[src/rtl/area_scan_sched.sv]
// Shares one CUDB write port and the diagnostic-RAM read path between the area-scan
// engines, starting each enabled engine in turn on every scan-cycle trigger.
module area_scan_sched #(
  parameter int AREA_NUM  = 4,
  parameter int TIMEOUT   = 64,
  parameter int DRAIN_CYC = 4
) (
  input  logic                  clk,
  input  logic                  rst_n,
  input  logic                  i_cycle_start,
  input  logic [AREA_NUM-1:0]   im_area_en,
  input  logic [12*AREA_NUM-1:0] im_base_tbl,
  output logic [AREA_NUM-1:0]   om_area_start,
  output logic [11:0]           om_area_base,
  input  logic [AREA_NUM-1:0]   im_area_done,
  input  logic [AREA_NUM-1:0]   im_area_wren,
  input  logic [15*AREA_NUM-1:0] im_area_addr,
  input  logic [8*AREA_NUM-1:0] im_area_din,
  output logic [2:0]            om_diag_sel,
  output logic                  o_cudb_wren,
  output logic [14:0]           om_cudb_addr,
  output logic [7:0]            om_cudb_din,
  output logic                  o_busy,
  output logic                  o_cycle_done,
  output logic [AREA_NUM-1:0]   om_timeout_err,
  output logic                  o_overrun
);
  // state   | meaning
  // IDLE    | waiting for a scan-cycle trigger
  // SEL     | pick lowest pending area, register its index and base
  // START   | issue the one-cycle start pulse
  // WAIT    | engine running, watch for done or timeout
  // DRAIN   | grant held while the engine write pipeline empties
  // DONE    | pulse cycle_done, back to IDLE
  localparam int CNT_MAX = (TIMEOUT > DRAIN_CYC) ? TIMEOUT : DRAIN_CYC;
  localparam int CNT_W   = $clog2(CNT_MAX + 1);

  typedef enum logic [5:0] {
    S_IDLE  = 6'b000001,
    S_SEL   = 6'b000010,
    S_START = 6'b000100,
    S_WAIT  = 6'b001000,
    S_DRAIN = 6'b010000,
    S_DONE  = 6'b100000
  } state_t;

  state_t              state;
  logic [AREA_NUM-1:0] pending;
  logic [CNT_W-1:0]    cnt;
  logic [2:0]          sel_idx;
  logic [AREA_NUM-1:0] sel_hot;
  logic [11:0]         sel_base;
  logic [AREA_NUM-1:0] grant_hot;
  logic                grant;
  logic                g_wren;
  logic                g_done;
  logic [14:0]         g_addr;
  logic [7:0]          g_din;

  always_comb begin
    sel_idx  = '0;
    sel_hot  = '0;
    sel_base = '0;
    for (int i = AREA_NUM - 1; i >= 0; i--) begin
      if (pending[i]) sel_idx = 3'(i);
    end
    for (int i = 0; i < AREA_NUM; i++) begin
      if (sel_idx == 3'(i)) begin
        sel_hot[i] = 1'b1;
        sel_base   = im_base_tbl[12*i +: 12];
      end
    end
  end

  // Everything about the granted area is keyed off the registered diag select.
  always_comb begin
    grant_hot = '0;
    g_wren    = 1'b0;
    g_done    = 1'b0;
    g_addr    = '0;
    g_din     = '0;
    for (int i = 0; i < AREA_NUM; i++) begin
      if (om_diag_sel == 3'(i)) begin
        grant_hot[i] = 1'b1;
        g_wren       = im_area_wren[i];
        g_done       = im_area_done[i];
        g_addr       = im_area_addr[15*i +: 15];
        g_din        = im_area_din[8*i +: 8];
      end
    end
  end

  assign grant = (state == S_START) || (state == S_WAIT) || (state == S_DRAIN);

  always_ff @(posedge clk or negedge rst_n) begin
    if (!rst_n) begin
      state          <= S_IDLE;
      pending        <= '0;
      cnt            <= '0;
      om_area_start  <= '0;
      om_area_base   <= '0;
      om_diag_sel    <= '0;
      om_timeout_err <= '0;
      o_busy         <= 1'b0;
      o_cycle_done   <= 1'b0;
      o_overrun      <= 1'b0;
    end else begin
      om_area_start <= '0;
      o_cycle_done  <= 1'b0;
      o_overrun     <= i_cycle_start && (state != S_IDLE);
      case (state)
        S_IDLE: begin
          if (i_cycle_start) begin
            pending        <= im_area_en;
            om_timeout_err <= '0;
            o_busy         <= 1'b1;
            state          <= S_SEL;
          end
        end
        S_SEL: begin
          if (pending == '0) begin
            state <= S_DONE;
          end else begin
            pending      <= pending & ~sel_hot;
            om_diag_sel  <= sel_idx;
            om_area_base <= sel_base;
            state        <= S_START;
          end
        end
        S_START: begin
          om_area_start <= grant_hot;
          cnt           <= '0;
          state         <= S_WAIT;
        end
        S_WAIT: begin
          if (g_done) begin
            cnt   <= '0;
            state <= S_DRAIN;
          end else if (cnt == CNT_W'(TIMEOUT - 1)) begin
            om_timeout_err <= om_timeout_err | grant_hot;
            cnt            <= '0;
            state          <= S_DRAIN;
          end else begin
            cnt <= cnt + CNT_W'(1);
          end
        end
        S_DRAIN: begin
          if (cnt == CNT_W'(DRAIN_CYC - 1)) state <= S_SEL;
          else cnt <= cnt + CNT_W'(1);
        end
        S_DONE: begin
          o_cycle_done <= 1'b1;
          o_busy       <= 1'b0;
          state        <= S_IDLE;
        end
        default: state <= S_IDLE;
      endcase
    end
  end

  always_ff @(posedge clk or negedge rst_n) begin
    if (!rst_n) begin
      o_cudb_wren  <= 1'b0;
      om_cudb_addr <= '0;
      om_cudb_din  <= '0;
    end else if (grant) begin
      o_cudb_wren  <= g_wren;
      om_cudb_addr <= g_addr;
      om_cudb_din  <= g_din;
    end else begin
      o_cudb_wren  <= 1'b0;
      om_cudb_addr <= '0;
      om_cudb_din  <= '0;
    end
  end
endmodule
[config.mk]
export PLATFORM = sky130hd
export DESIGN_NAME = area_scan_sched
export DESIGN_NICKNAME = d
export VERILOG_FILES = /design/src/rtl/area_scan_sched.sv
export SDC_FILE = /design/constraint.sdc
export NUM_CORES = 1
export LEC_CHECK = 0
export CAP_MARGIN = 30
export CORE_MARGIN = 4
export CORE_UTILIZATION = 35
export CTS_CLUSTER_DIAMETER = 150
export DETAILED_ROUTE_END_ITERATION = 7
export PLACE_DENSITY_LB_ADDON = 0.1
export REMOVE_ABC_BUFFERS = 1
export SLEW_MARGIN = 20
export SYNTH_ARGS = -nofsm -noshare
export SYNTH_HDL_FRONTEND = slang
export SYNTH_SLANG_ARGS = --single-unit
[constraint.sdc]
create_clock -name clk -period 1.9 [get_ports clk]
set_input_delay 0.38 -clock clk [delete_from_list [all_inputs] [get_ports clk]]
set_output_delay 0.38 -clock clk [all_outputs]
set_load 0.1 [all_outputs]
## After elaboration in Yosys (flattened, before gate mapping)

Cells that the tools add are included.
W data, S select, Z words.

- Output and inout bits: 50
- Register bits: 67
- Word-level logic and storage cells: 112
- Input bits: 155

- Eq/ne operators: 22
- Add/sub/neg operators: 1
- Reductions and logical operators: 16
- Muxes and demuxes: 56
- Bitwise logic cells: 4

Operator list:

| kind | number |
|---|---|
| $mux W15 | 5 |
| $mux W12 | 4 |
| $mux W8 | 5 |
| $mux W6 | 5 |
| $pmux W6 S5 | 1 |
| $mux W4 | 6 |
| $mux W7 | 3 |
| $pmux W7 S3 | 1 |
| $mux W1 | 19 |
| $pmux W4 S2 | 2 |
| $eq A3 B2 Y1 const B | 4 |
| $ne A2 B2 Y1 const B | 4 |
| $add A7 B1 Y7 const B | 1 |
| $eq A7 B2 Y1 const B | 1 |
| $eq A7 B6 Y1 const B | 1 |
| $eq A3 B1 Y1 const B | 2 |
| $eq A6 B1 Y1 const B | 1 |
| $eq A6 B2 Y1 const B | 1 |
| $eq A6 B3 Y1 const B | 1 |
| $eq A6 B4 Y1 const B | 1 |
| $eq A6 B5 Y1 const B | 1 |
| $eq A6 B6 Y1 const B | 1 |
| $logic_not A3 Y1 | 2 |
| $mux W2 | 3 |
| other kinds (17) | 24 |

## Longest topological paths before layout

- Word-level depth: 10
- Gate-level depth with buffers: 7
- Depth with buffers taken out: 6

## Worst setup path before layout

No wires, ideal clock.

- Path type: reg-to-reg
- Start point: register om_diag_sel[0]
- End point: register om_cudb_addr[0]
- Cell stages (with the launch flop): 5
- Slack: -494 ps
- Period minus slack after synthesis: 2394 ps
- Required time: 1768 ps
- Buffers on the path: 2
- Data arrival time: 2262 ps
- Cell sequence: dfrtp_1 buf_2 buf_4 mux4_2 nor2b_1

- Longest elaborated chain between the ends: 6
- Elaborated cells on any way between the ends: 9
- Those cells by class: eq/ne (3); mux (5); reduce/logical (1)

Ends and longest elaborated chain:

| item | line | text |
|---|---|---|
| start: declaration | 19 | `output logic [2:0] om_diag_sel,` |
| start signal: assignment | 125 | `om_diag_sel <= sel_idx;` |
| $logic_not A3 Y1 | 83 | `if (om_diag_sel == 3'(i)) begin` |
| $mux W15 (3 in a row) | 83 |  |
| $mux W15 * | 83 |  |
| $mux W15 * | 166 | `end else if (grant) begin` |
| end signal: assignment | 168 | `om_cudb_addr <= g_addr;` |
| end: declaration | 21 | `output logic [14:0] om_cudb_addr,` |

Every way passes the cells marked *; elsewhere a longest branch is shown, timed or not.
A chain may end at the register's enable or synchronous reset.

## Final worst setup path

- Start point: register cnt[0]
- End point: register cnt[4]

- Longest elaborated chain between the ends: 4
- Elaborated cells on any way between the ends: 9
- Those cells by class: add/sub (1); eq/ne (3); mux (4); reduce/logical (1)

Ends and longest elaborated chain:

| item | line | text |
|---|---|---|
| start: declaration | 49 | `logic [CNT_W-1:0] cnt;` |
| start signal: assignment | 144 | `cnt <= cnt + CNT_W'(1);` |
| start signal: assignment | 149 | `else cnt <= cnt + CNT_W'(1);` |
| $add A7 B1 Y7 / $eq A7 B6 Y1 (equally long branches) | 144, 149, 139 |  |
| $mux W7 | 139 | `end else if (cnt == CNT_W'(TIMEOUT - 1)) begin` |
| $mux W7 | 136 | `if (g_done) begin` |
| $pmux W7 S3 | 111 | `case (state)` |

Several ways; a longest one is shown, not always the timed one. The select of a mux whose other input is x is not followed.

==> impl_summary.txt <==
----------------------------------------------------
[Status]
  Failing checks ... setup timing
  Result of the run ... finished, violations left

[Worst setup path]
  Required time at the worst-slack endpoint ... 2.12 ns
  Category of the worst setup path capture point ... register
  Crit path max-delay family ... simple AND/OR/NAND/NOR gates
  Worst setup SP type ... register
  Slowest stage delay, CP ... 0.47 ns
  Library cell contributing the largest single delay on the critical path ... sky130_fd_sc_hd__or4b_4
  Worst setup path category ... reg2reg
  Cells along the critical path ... ha_2 -> or4b_4 -> nor3_4 -> o32ai_4 -> buf_4 -> a22o_2
  Worst endpoint data arrival time ... 2.14 ns
  Worst Path Max Fanout ... 5
  Count of buffer and inverter cells on the critical path ... 1

[CTS]
  Clock tree root buffer cell ... sky130_fd_sc_hd__clkbuf_8
  CTS sink cnt ... 66
  Number of buffers inserted during clock tree synthesis ... 9
  H-tree level count ... 3
  Max Root-Sink Buffers ... 2
  TritonCTS clock tree ... built
  Hold-fix buffer count after cts ... 0
  Clock slew at reported path FFs ... 0.07 ns
  Clock latency reported for the late side of the worst-skew pair ... 0.33 ns

[Logic synthesis]
  Yosys warning total ... 0
  Sequential-to-total area share from yosys stat ... 0.455
  Area fraction in and, or, nand and nor cells after synthesis ... 0.195
  Complex-gate fraction of the synthesized area ... 0.139
  Primary flip-flop cell chosen by synthesis mapping ... sky130_fd_sc_hd__dfrtp_1
  XOR/XNOR Fraction of Synth Area ... 0.00483
  Largest family of logic cells by synthesized area ... simple AND/OR/NAND/NOR gates
  Mapped Cells ... 328
  Post-synth cell types ... 53
  Multiplexer area fraction after synthesis ... 0.166
  Number of synthesized flops with an enable pin ... 0
  Synth Cell Area ... 0.00363 sq mm
  Flops & latches, synth ... 66
  Average size of a mapped cell ... 11.1 sq um
  Adder-cell share of the synthesized area ... 0.00345
  Share of flip-flops with an asynchronous set or reset ... 1.00

[Layout]
  Filler Cells Inserted ... 834
  Diodes inserted ... 0
  Fraction of layout cells with a size suffix above 1 ... 0.239
  Commonest non-fill, non-tap cells in the layout ... sky130_fd_sc_hd__clkdlybuf4s50_1, sky130_fd_sc_hd__dfrtp_1, sky130_fd_sc_hd__buf_4
  Area taken by flip-flops and latches ... 0.00165 sq mm
  Number of nets in the final layout ... 696
  Area of the multi-input gates ... 0.00191 sq mm
  Commonest non-fill, non-tap cell in the layout ... sky130_fd_sc_hd__clkdlybuf4s50_1
  Post-layout instance area ... 0.00622 sq mm
  Layout overhead on the synthesized area ... 71.4%
  Non-filler cells, final ... 677

[Timing]
  Final-layout worst hold slack ... 0.0405 ns
  Min setup slack post-route ... -0.0119 ns
  Hold Violations, Final ... 0
  Final critical-path required period ... 1.91 ns
  Final Skew ... 0.00966 ns
  Final setup vio count ... 2
  Number of pins exceeding their max-slew limit in the final report ... 0
  Unrepaired setup endpoints after global routing ... yes
  Post-route clock period utilization ... 1.01
  Highest clock frequency the design can meet ... 523 MHz

[Routing]
  Via-to-Cell Ratio ... 5.16
  Number of DRC violations after detailed-routing iteration 0 ... 160
  Overall routed net length ... 12.5 mm
  Remaining antenna violation count after routing ... 0
  Via count ... 3,493
  Detailed Routing Iterations Pass 1 ... 4
  Final routed wire length divided by cell count ... 18.4 microns
  DRC violations left ... 0

[Global route]
  Initial antenna violation count ... 0
  Largest net degree at the start of global routing ... 67
  Vias in the first global route ... 3,500
  GRT Residual Overflow ... 0
  Global-route wire length before repair ... 18.7 mm
  Overall routing resource usage ... 0.203

[Placement]
  Cell area after placement ... 0.00594 sq mm
  Detailed placer's ending HPWL ... 9.61 mm
  Global placement routability congestion ... 0.808
  Count of input and output buffers ... 203
  Dpl cells ... 658

[Floorplanning]
  Floorplan Core Area ... 0.00995 sq mm
  Die Y ... 110 microns
  Ports placed on the boundary ... 205
  Die Wd ... 110 microns
  Die Outline Area ... 0.0121 sq mm
  Total number of placement rows ... 36
  Starting utilization of the core area ... 0.365

[Power and ir drop]
  P_leak ... 2.69 nW
  Worst voltage drop across the vdd grid ... 0.00109 V
  Power per standard cell area ... 1470 mW/mm^2

[Min path]
  HP Class ... in2async

[Run]
  Max-capacitance violation count ... 0

----------------------------------------------------
==> synth_stat cells (5+ instances only) <==
cell type	number	area share
sky130_fd_sc_hd__nor2b_1	23	0.040
sky130_fd_sc_hd__a211oi_1	12	0.025
sky130_fd_sc_hd__clkbuf_1	14	0.014
sky130_fd_sc_hd__inv_1	6	0.0062
sky130_fd_sc_hd__nor3_1	19	0.026
sky130_fd_sc_hd__o21ai_0	8	0.011
sky130_fd_sc_hd__mux4_2	25	0.16
sky130_fd_sc_hd__nor2_1	40	0.041
sky130_fd_sc_hd__o31ai_1	13	0.027
sky130_fd_sc_hd__a21oi_1	19	0.026
sky130_fd_sc_hd__dfrtp_1	65	0.45
sky130_fd_sc_hd__buf_2	5	0.0069
sky130_fd_sc_hd__nand2_1	18	0.019
==> power breakdown <==
part | switching (mW) | leakage [nW] | internal (mW)
combinational | 3.61 | 1.72 | 2.21
clock | 0.503 | 0.106 | 0.705
sequential | 0.323 | 0.871 | 1.77
total | 4.44 | 2.69 | 4.69
==> flip-flops by register name (all words and copies together), names as in the netlist <==
register	flops
o_cudb_wren	1
pending	4
om_area_base	12
om_area_start	4
o_busy	1
state	6
om_cudb_addr	15
cnt	7
o_overrun	1
om_timeout_err	4
om_diag_sel	2
om_cudb_din	8
o_cycle_done	1
==> cell type report <==
| cell class | instances | area share |
|---|---|---|
| clock buffer | 13 | 0.0272 |
| clock inverter | 2 | 0.00563 |
| inverter | 6 | 0.00362 |
| multi-input combinational | 234 | 0.307 |
| sequential | 66 | 0.266 |
| tap | 133 | 0.0267 |
| timing repair buffer | 223 | 0.364 |
==> timing repair <==
action / 4_1_cts / 5_1_grt
resized for setup: 0 / 7
endpoints found under the setup margin: 0 / 23
buffers inserted: 0 / 3
==> kinds of logic after synthesis <==
family,count (synthesis)
xor+xnor,2
compound gates,72
simple gates,128
flops,66
buf+inv,29
mux,29
other cells,1
fa+ha+maj,1
==> through the flow <==
stage               setup WS (ns)  utilization  power (mW)  TNS (ns)
finish                    -0.0119        0.625        9.13   -0.0192
global route              -0.0948        0.625        9.68    -0.415
global placement           -0.205        0.597        7.84     -1.48
CTS                        0.0160        0.617        9.13         0
floorplan                   -1.36            -        6.00    -40.89
detailed placement         -0.235        0.597        7.89     -1.75
==> routing by layer <==
metal	up-vias	track usage	share of wire
li1	1639	-	-
met1	1710	0.240	0.38
met2	128	0.364	0.53
met3	16	0.0570	0.076
met4	0	0.0463	0.015
met5	-	0	0
==> worst paths after layout <==
| path | slack, ns | start | endpoint | cells after the start |
|---|---|---|---|---|
| max | -0.01 | cnt[0] | cnt[4] | 6 |
| min | 0.04 | rst_n | om_area_base[6] | 2 |
| max reg2reg | -0.01 | cnt[0] | cnt[4] | 6 |
| min reg2reg | 0.48 | om_area_base[10] | om_area_base[10] | 2 |
| max in group asynchronous | 1.54 | rst_n | state[0] | 2 |
| min in group clk | 0.48 | om_area_base[10] | om_area_base[10] | 2 |
==> worst reg2reg max path, delay by kind of cell, from the launching register on <==
| family | cells | cell delay [ns] |
|---|---|---|
| AO/OA/AOI/OAI | 2 | 0.35 |
| adder cells (fa/ha/maj) | 1 | 0.21 |
| buffers and inverters | 1 | 0.16 |
| flip-flops | 1 | 0.37 |
| AND/OR/NAND/NOR | 2 | 0.70 |
No activity file was read; power rests on OpenSTA's default activity.
